**src/rtl/suma_pkg.sv**
```systemverilog
// suma_pkg -- shared definitions for the chunked sequential adder/subtractor.
//   state_t  : FSM states (IDLE, CALC, DONE)
//   OP_SUMA  : op encoding for A+B+Cin
//   OP_RESTA : op encoding for A-B-Cin (Cin acts as borrow-in)
//   chunk_ok : elaboration-time check that WIDTH is a whole number of CHUNKs
package suma_pkg;

    typedef enum logic [1:0] {
        IDLE = 2'd0,
        CALC = 2'd1,
        DONE = 2'd2
    } state_t;

    localparam logic OP_SUMA  = 1'b0;
    localparam logic OP_RESTA = 1'b1;

    // True when a WIDTH-bit operand splits into an integer number of chunks.
    function automatic bit chunk_ok(input int width, input int chunk);
        return (chunk > 0) && (width >= chunk) && ((width % chunk) == 0);
    endfunction

endpackage

```
**src/rtl/suma_bloque.sv**
```systemverilog
// suma_bloque -- CHUNK-bit combinational ripple adder.
//   A, B : CHUNK-bit addends
//   Cin  : carry into bit 0
//   S    : CHUNK-bit sum
//   Cout : carry out of bit CHUNK-1
//   Cmsb : carry into bit CHUNK-1 (used for signed overflow detection)
module suma_bloque #(
    parameter int CHUNK = 4
) (
    input  logic [CHUNK-1:0] A,
    input  logic [CHUNK-1:0] B,
    input  logic             Cin,
    output logic [CHUNK-1:0] S,
    output logic             Cout,
    output logic             Cmsb
);

    logic carry;

    // Ripple the carry bit by bit; the carry seen by the top bit is captured
    // on the way past so the caller can compute overflow.
    always_comb begin
        carry = Cin;
        Cmsb  = 1'b0;
        S     = '0;
        for (int i = 0; i < CHUNK; i++) begin
            if (i == CHUNK - 1) begin
                Cmsb = carry;
            end
            S[i]  = A[i] ^ B[i] ^ carry;
            carry = (A[i] & B[i]) | (carry & (A[i] ^ B[i]));
        end
        Cout = carry;
    end

endmodule

```
**src/rtl/suma_secuencial.sv**
```systemverilog
// suma_secuencial -- multi-cycle adder/subtractor, CHUNK bits per clock,
// least-significant chunk first, with start/busy/done handshake.
//   clk, rst_n : clock, asynchronous active-low reset
//   start      : request, accepted while busy=0 (IDLE or DONE)
//   op         : OP_SUMA (A+B+Cin) or OP_RESTA (A-B-Cin)
//   A, B, Cin  : operands, sampled on the accepting edge only
//   busy       : high while chunks are being computed
//   done       : one-cycle pulse, results valid from this cycle
//   S          : result (saturated on overflow when SUMA_SAT_EN is defined)
//   ST         : {Cout, raw sum}
//   Cout       : carry out of MSB (for subtraction 1 = no borrow)
//   OV         : two's-complement overflow
// Optional feature macro: SUMA_SAT_EN (signed saturation of S).
module suma_secuencial
    import suma_pkg::*;
#(
    parameter int WIDTH = 16,
    parameter int CHUNK = 4
) (
    input  logic             clk,
    input  logic             rst_n,
    input  logic             start,
    input  logic             op,
    input  logic [WIDTH-1:0] A,
    input  logic [WIDTH-1:0] B,
    input  logic             Cin,
    output logic             busy,
    output logic             done,
    output logic [WIDTH-1:0] S,
    output logic [WIDTH:0]   ST,
    output logic             Cout,
    output logic             OV
);

    localparam int NCHUNK = WIDTH / CHUNK;
    localparam int KW     = (NCHUNK > 1) ? $clog2(NCHUNK) : 1;
    localparam logic [KW-1:0] KLAST = KW'(NCHUNK - 1);

    if (!chunk_ok(WIDTH, CHUNK)) begin : g_bad_chunk
        $error("suma_secuencial: WIDTH must be an integer multiple of CHUNK");
    end

    state_t           state, state_next;
    logic [KW-1:0]    k;
    logic [WIDTH-1:0] a_reg, b_reg, work;
    logic             carry;
    logic             accept, last;
    logic [CHUNK-1:0] blk_s;
    logic             blk_cout, blk_cmsb;
    logic [WIDTH-1:0] raw, s_next;
    logic             ov_next;

    // A new request is taken whenever no chunks are in flight.
    assign accept = start && (state != CALC);
    assign last   = (state == CALC) && (k == KLAST);

    // The single ripple block works on whichever chunk k currently selects.
    suma_bloque #(.CHUNK(CHUNK)) u_bloque (
        .A    (a_reg[k*CHUNK +: CHUNK]),
        .B    (b_reg[k*CHUNK +: CHUNK]),
        .Cin  (carry),
        .S    (blk_s),
        .Cout (blk_cout),
        .Cmsb (blk_cmsb)
    );

    // State register.
    always_ff @(posedge clk or negedge rst_n) begin
        if (!rst_n) begin
            state <= IDLE;
        end else begin
            state <= state_next;
        end
    end

    // Next-state and handshake outputs. DONE can chain straight into CALC.
    always_comb begin
        state_next = state;
        busy       = 1'b0;
        done       = 1'b0;
        case (state)
            IDLE: begin
                if (start) state_next = CALC;
            end
            CALC: begin
                busy = 1'b1;
                if (k == KLAST) state_next = DONE;
            end
            DONE: begin
                done       = 1'b1;
                state_next = start ? CALC : IDLE;
            end
            default: state_next = IDLE;
        endcase
    end

    // Operand capture and per-chunk work. Subtraction is folded into addition
    // by inverting B and the borrow-in at capture time.
    always_ff @(posedge clk or negedge rst_n) begin
        if (!rst_n) begin
            a_reg <= '0;
            b_reg <= '0;
            work  <= '0;
            carry <= 1'b0;
            k     <= '0;
        end else if (accept) begin
            a_reg <= A;
            b_reg <= (op == OP_RESTA) ? ~B : B;
            carry <= (op == OP_RESTA) ? ~Cin : Cin;
            k     <= '0;
        end else if (state == CALC) begin
            work[k*CHUNK +: CHUNK] <= blk_s;
            carry                  <= blk_cout;
            k                      <= last ? '0 : k + 1'b1;
        end
    end

    // Full result as it will look once the final chunk is written.
    always_comb begin
        raw                  = work;
        raw[WIDTH-1 -: CHUNK] = blk_s;
    end

    assign ov_next = blk_cmsb ^ blk_cout;

`ifdef SUMA_SAT_EN
    // Clamp to the signed limit on the side indicated by A's sign.
    always_comb begin
        s_next = raw;
        if (ov_next) begin
            s_next = a_reg[WIDTH-1] ? {1'b1, {(WIDTH-1){1'b0}}}
                                    : {1'b0, {(WIDTH-1){1'b1}}};
        end
    end
`else
    assign s_next = raw;
`endif

    // Result registers change only on completion, so partial sums never show.
    always_ff @(posedge clk or negedge rst_n) begin
        if (!rst_n) begin
            S    <= '0;
            ST   <= '0;
            Cout <= 1'b0;
            OV   <= 1'b0;
        end else if (last) begin
            S    <= s_next;
            ST   <= {blk_cout, raw};
            Cout <= blk_cout;
            OV   <= ov_next;
        end
    end

endmodule

```
**config.mk**
```make
export PLATFORM = sky130hd
export DESIGN_NAME = suma_secuencial
export DESIGN_NICKNAME = d
export VERILOG_FILES = /design/src/rtl/suma_pkg.sv /design/src/rtl/suma_bloque.sv /design/src/rtl/suma_secuencial.sv
export SDC_FILE = /design/constraint.sdc
export NUM_CORES = 1
export LEC_CHECK = 0
export BUFFER_PORTS_ARGS = -buffer_cell sky130_fd_sc_hd__buf_2
export CAP_MARGIN = 20
export CELL_PAD_IN_SITES_DETAIL_PLACEMENT = 1
export CELL_PAD_IN_SITES_GLOBAL_PLACEMENT = 2
export CORE_MARGIN = 10
export CORE_UTILIZATION = 32
export DETAILED_ROUTE_END_ITERATION = 10
export MAX_ROUTING_LAYER = met4
export PLACE_DENSITY = 0.84
export SLEW_MARGIN = 20
export SYNTH_ARGS = -nofsm -noshare
export SYNTH_HDL_FRONTEND = slang
export SYNTH_HIERARCHICAL = 1
export SYNTH_SLANG_ARGS = --single-unit
```
**constraint.sdc**
```tcl
create_clock -name clk -period 2.95 [get_ports clk]
set_clock_uncertainty 0.15 [all_clocks]
set_input_delay 0.1475 -clock clk [delete_from_list [all_inputs] [get_ports clk]]
set_output_delay 0.1475 -clock clk [all_outputs]
set_load 0.01 [all_outputs]
```
# Word-level counts from Yosys, hierarchy flattened
# Index checks and enable logic that the tools add are counted.
[word_totals] elab_cells=66 ff_bits=88 out_inout_bits=37 in_bits=37
[op_classes] bitwise_logic=24 reduce_logical=6 n_eq_ne=6 add_sub_neg=2 n_shift=4 mux=14
[op_table] op="4-bit negator with 34-bit output" count=1
[op_table] op="4-bit by 34-bit variable shift with 16-bit output, first input constant" count=1
[op_table] op="4-bit by 34-bit variable part select with 16-bit output" count=1
[op_table] op="16-bit by 5-bit variable part select with 4-bit output" count=2
[op_table] op="16-bit bitwise mux" count=1
[op_table] op="16-bit 2-to-1 mux" count=1
[op_table] op="16-bit NOT" count=1
[op_table] op="2-bit 2-to-1 mux" count=5
[op_table] op="1-bit bitwise XOR" count=9
[op_table] op="1-bit AND" count=8
[op_table] op="1-bit 2-to-1 mux" count=6
[op_table] op="2-bit one-hot mux with 3 select lines" count=1
[op_table] op="2-bit == test, second input constant" count=2
[op_table] op="2-bit != test, second input constant" count=2
[op_table] op="1-bit bitwise OR" count=4
[op_table] op="2-bit AND reduction" count=2
[op_table] op="2-bit by 1-bit adder with 2-bit output, second input constant" count=1
[op_table] op="2-bit by 1-bit == test with 1-bit output, second input constant" count=1
[op_table] op="1-bit logical AND" count=2
[op_table] op="2-bit zero test" count=1
[op_table] op="2-bit by 1-bit != test with 1-bit output, second input constant" count=1
[op_table] op="1-bit NOT" count=2
[op_table] op="2-bit nonzero test" count=1

# Depth between registers and ports, before layout
[depth] word_depth=12 mapped_depth=10 mapped_depth_nobuf=9

# Modules after synthesis
# The synthesis kept the hierarchy.
[by_module_without_submodules] mod="suma_secuencial" seq_area_each_um2=1676.6 area_each_um2=3200.6 instances=1 cells_each=245
[by_module_without_submodules] mod="suma_bloque" seq_area_each_um2=0.0 area_each_um2=110.1 instances=1 cells_each=12

# Least setup slack after synthesis
# No wires, ideal clock.
[synth_path] path_kind="register -> register" startpoint="register k[0]" endpoint="register ST[15]" stages_incl_launch_ff=10 slack_ps=-110 path_buffers=1 required_ps=2675 t_arrival_ps=2785 path_cell_list="dfrtp_1 buf_4 mux4_2 fa_1 inv_1 fa_1 fa_1 inv_1 fa_1 mux2_2"
[synth_between] elab_chain_len=9 elab_cells_between_ends=18
[synth_lines] element="from (decl)" line_no="suma_secuencial.sv:44" source="logic [KW-1:0] k;"
[synth_lines] element="from (signal assigned)" line_no="suma_secuencial.sv:114" source="k <= last ? '0 : k + 1'b1;"
[synth_lines] element="16-bit by 5-bit variable part select with 4-bit output, on equally long branches" line_no="suma_secuencial.sv:59, suma_secuencial.sv:60"
[synth_lines] element="1-bit bitwise XOR" line_no="suma_bloque.sv:31" source="carry = (A[i] & B[i]) | (carry & (A[i] ^ B[i]));"
[synth_lines] element="1-bit AND" line_no="suma_bloque.sv:31"
[synth_lines] element="1-bit bitwise OR" line_no="suma_bloque.sv:31"
[synth_lines] element="1-bit AND" line_no="suma_bloque.sv:31"
[synth_lines] element="1-bit bitwise OR" line_no="suma_bloque.sv:31"
[synth_lines] element="1-bit AND" line_no="suma_bloque.sv:31"
[synth_lines] element="1-bit bitwise OR *" line_no="suma_bloque.sv:31"
[synth_lines] element="net blk_cmsb" line_no="suma_secuencial.sv:49" source="logic blk_cout, blk_cmsb;"
[synth_lines] element="1-bit bitwise XOR *" line_no="suma_bloque.sv:30" source="S[i] = A[i] ^ B[i] ^ carry;"
[synth_lines] element="net blk_s[3]" line_no="suma_secuencial.sv:48" source="logic [CHUNK-1:0] blk_s;"
[synth_lines] element="to (signal assigned)" line_no="suma_secuencial.sv:148" source="ST <= {blk_cout, raw};"
[synth_lines] element="to (decl)" line_no="suma_secuencial.sv:30" source="output logic [WIDTH:0] ST,"
# The timed path passes the listed nets; every way through them passes the cells marked *.
# A chain may end at the register's enable or synchronous reset.

# Final worst setup path
[layout_path] startpoint="register k[0]" endpoint="register work[7]"
[layout_between] elab_chain_len=11 elab_cells_between_ends=23
[layout_lines] element="16-bit by 5-bit variable part select with 4-bit output, on equally long branches" line_no="suma_secuencial.sv:59, suma_secuencial.sv:60"
[layout_lines] element="1-bit bitwise XOR" line_no="suma_bloque.sv:31"
[layout_lines] element="1-bit AND" line_no="suma_bloque.sv:31"
[layout_lines] element="1-bit bitwise OR" line_no="suma_bloque.sv:31"
[layout_lines] element="1-bit AND" line_no="suma_bloque.sv:31"
[layout_lines] element="1-bit bitwise OR" line_no="suma_bloque.sv:31"
[layout_lines] element="1-bit AND" line_no="suma_bloque.sv:31"
[layout_lines] element="1-bit bitwise OR *" line_no="suma_bloque.sv:31"
[layout_lines] element="net blk_cmsb" line_no="suma_secuencial.sv:49"
[layout_lines] element="1-bit bitwise XOR *" line_no="suma_bloque.sv:30"
[layout_lines] element="net blk_s[3]" line_no="suma_secuencial.sv:48"
[layout_lines] element="4-bit by 34-bit variable part select with 16-bit output *" line_no="suma_secuencial.sv:112" source="work[k*CHUNK +: CHUNK] <= blk_s;"
[layout_lines] element="16-bit bitwise mux *" line_no="suma_secuencial.sv:112"
[layout_lines] element="to (signal, indexed assignment)" line_no="suma_secuencial.sv:112"
[layout_lines] element="to (decl)" line_no="suma_secuencial.sv:45" source="logic [WIDTH-1:0] a_reg, b_reg, work;"
# Marked as above.

==> results_dict.tcl <==
set metrics [dict create \
    die_y_um 122 \
    drtIter0Drc 79 \
    hold_path_class "primary input to flip-flop" \
    fmax_mhz 347 \
    die_w_um 122 \
    worstSkewPairLatency_ns 0.33 \
    drt-total-wl_mm 7.99 \
    diodes 0 \
    p_leak_uw 0.00200 \
    worst_slack_ns 0.0655 \
    cts_max_level 3 \
    place_inst 442 \
    regToRegEndpoint "work[7]" \
    whs_ns 0.0142 \
    die_area_um2 14800 \
    slew_violations 0 \
    clockRootBuffer "clkbuf_8" \
    yosys.area.top_type "dfrtp_1" \
    synth_edf_count 0 \
    crit_arrival_ns 2.96 \
    layout_common_cells "buf_2, dfrtp_1, o21ai_0" \
    gp_congestion 0.761 \
    hold_start "B[4]" \
    crit_path_cell_trace "mux4_2 -> fa_2 -> inv_2 -> fa_2 -> fa_2 -> inv_2 -> fa_2 -> buf_4 -> a22o_1" \
    synth_nets 303 \
    place_ws_ns 0.0353 \
    synth_cell_types 30 \
    areaGrowthSynthToFinish_pct 29.0 \
    crit_path_frequent_cell "fa_2" \
    overflow 0 \
    dp_hpwl_mm 5.88 \
    timing.rr.start "k[0]" \
    irDropWorstVdd_v 0.000476 \
    synthTopCellsByArea "dfrtp_1, mux2_2, o21ai_0, mux4_2, mux2_4" \
    cp_slowest_cell "fa_2" \
    clk_path_buf_depth 2 \
    grt_usage_pct 11.6 \
    syn_inst 257 \
    rsz0062_at_grt "yes" \
    seq_area_frac_synth_pct 50.6 \
    antenna_found_initial 0 \
    vias 2273 \
    grt_first_pass_wirelength_mm 13.3 \
    yosys_most_used_dff "dfrtp_1" \
    hold_viol_final 0 \
    drv_cap 0 \
    worst_r2r_path_depth 9 \
    mappedNetlistArea_um2 3310 \
    rrSetupSlack_ns 0.07 \
    cts_buffers 9 \
    path_delay_family "adder cells" \
    fin_crit_ns 2.88 \
    drive_above_1_share_pct 42.4 \
    cts_tree "yes" \
    wire_per_inst_um 16.2 \
    hold_end "b_reg[4]" \
    start_util_pct 32.5 \
    grt_max_degree 68 \
    avgSynthCellArea_um2 12.9 \
    nNetsFinal 397 \
    yosysWarnings 6 \
    power.density_nw_per_um2 1120 \
    finalSetupViolCount 0 \
    ant_nets 0 \
    final.period_utilization_pct 97.8 \
    async_reset_ff_share_pct 100 \
    final_cells 492 \
    tightest_slew_ns 0.659 \
    io_buffers 73 \
    dr.pass1.iters 4 \
    rows 37 \
    hold_path_depth 3 \
    slew_headroom_pct 56.0 \
    setup_tns_ns 0 \
    cp_num_buf_inv 3 \
    io_pins 74 \
    synth_top_cell_area_share_pct 50.6 \
    synth-seq-cells 67 \
    layout_commonest_cell "buf_2" \
    cp-end-kind "flip-flop" \
    critPathMaxFanout 4 \
    critPathKind "flip-flop to flip-flop" \
    core_region_area_um2 10200 \
    crit_path_start_kind "flip-flop" \
    clock-sinks 67 \
    clkTransAtPathRegs_ns 0.07 \
    final_util_pct 41.9 \
    grt_pass1_vias 2551 \
    status "finished, final reports clean" \
    crit_path_max_incr_delay_ns 0.47 \
    drc_errors 0 \
    critPathRequiredTime_ns 3.03 \
    viasPerCell 4.62 \
]
[kinds of logic after synthesis]
kind of cell | count (synthesis) | share of synthesized area, %
buffers and inverters | 44 | 8.35
adder cells (fa/ha/maj) | 9 | 4.31
AND/OR/NAND/NOR | 28 | 5.33
AO/OA/AOI/OAI | 49 | 8.50
flip-flops | 67 | 50.6
XOR/XNOR | 18 | 4.76
multiplexers | 42 | 18.1
[through the flow]
stage	cell area, um2	power (uW)
floorplan	3320	3230
global placement	3700	3730
detailed placement	3700	3840
CTS	4240	4750
global route	4270	5210
finish	4270	4790
[routing by layer]
layer	track usage [%]	wire, um
met5	-	0
met3	3.93	459
met4	2.91	74
met2	19.2	4070
met1	13.3	3390
[synth_stat cells, types with 2 or more instances]
cell type,n
buf_2,6
mux2_4,10
o2bb2ai_1,4
ha_1,5
buf_4,19
nand3b_1,3
a22o_1,4
inv_1,13
fa_1,4
mux2_2,23
nand3_1,7
clkbuf_1,2
nand2_1,13
o21ai_0,38
xnor2_1,17
mux4_2,8
o31ai_1,2
dfrtp_1,67
[worst reg2reg max path: cells and delay by family, from the launching register on]
kind                       cells  cell delay (ns)
muxes                          1             0.36
adders and majority gates      4             1.36
DFF                            1             0.44
AOI/OAI and AO/OA              1             0.20
buffers and inverters          3             0.27
[final cells by class]
type | instances | area (um2)
fillers | 1110 | 5910
inverters | 14 | 60.1
clock inverters | 6 | 88.8
repair buffers | 113 | 758
flip-flops and latches | 67 | 1680
clock buffers | 10 | 138
multi-input cells | 146 | 1380
well taps | 136 | 170
[what timing repair did]
action / 4_1_cts / 5_1_grt
setup endpoints to repair: 0 / 3
setup buffers: 0 / 2
hold buffers: 32 / 0
endpoints found under the hold margin: 98 / 0
resized for setup: 0 / 3
[report_power, final]
group | internal [uW] | total [uW] | switching (uW)
clock network | 499 | 856 | 357
logic | 1130 | 2350 | 1220
registers | 1320 | 1590 | 266
total | 2950 | 4790 | 1840
[worst max path at each step]
stage	slack (ns)	start	cells after the start	end
after floorplan	-0.02	k[0]	9	ST[15]
after global placement	0.09	k[0]	8	ST[15]
after detailed placement	0.04	k[0]	9	work[3]
after CTS	0.02	k[0]	9	work[3]
after global routing	-0.01	k[0]	9	work[7]
final	0.07	k[0]	9	work[7]
(Power assumes the default switching activity.)
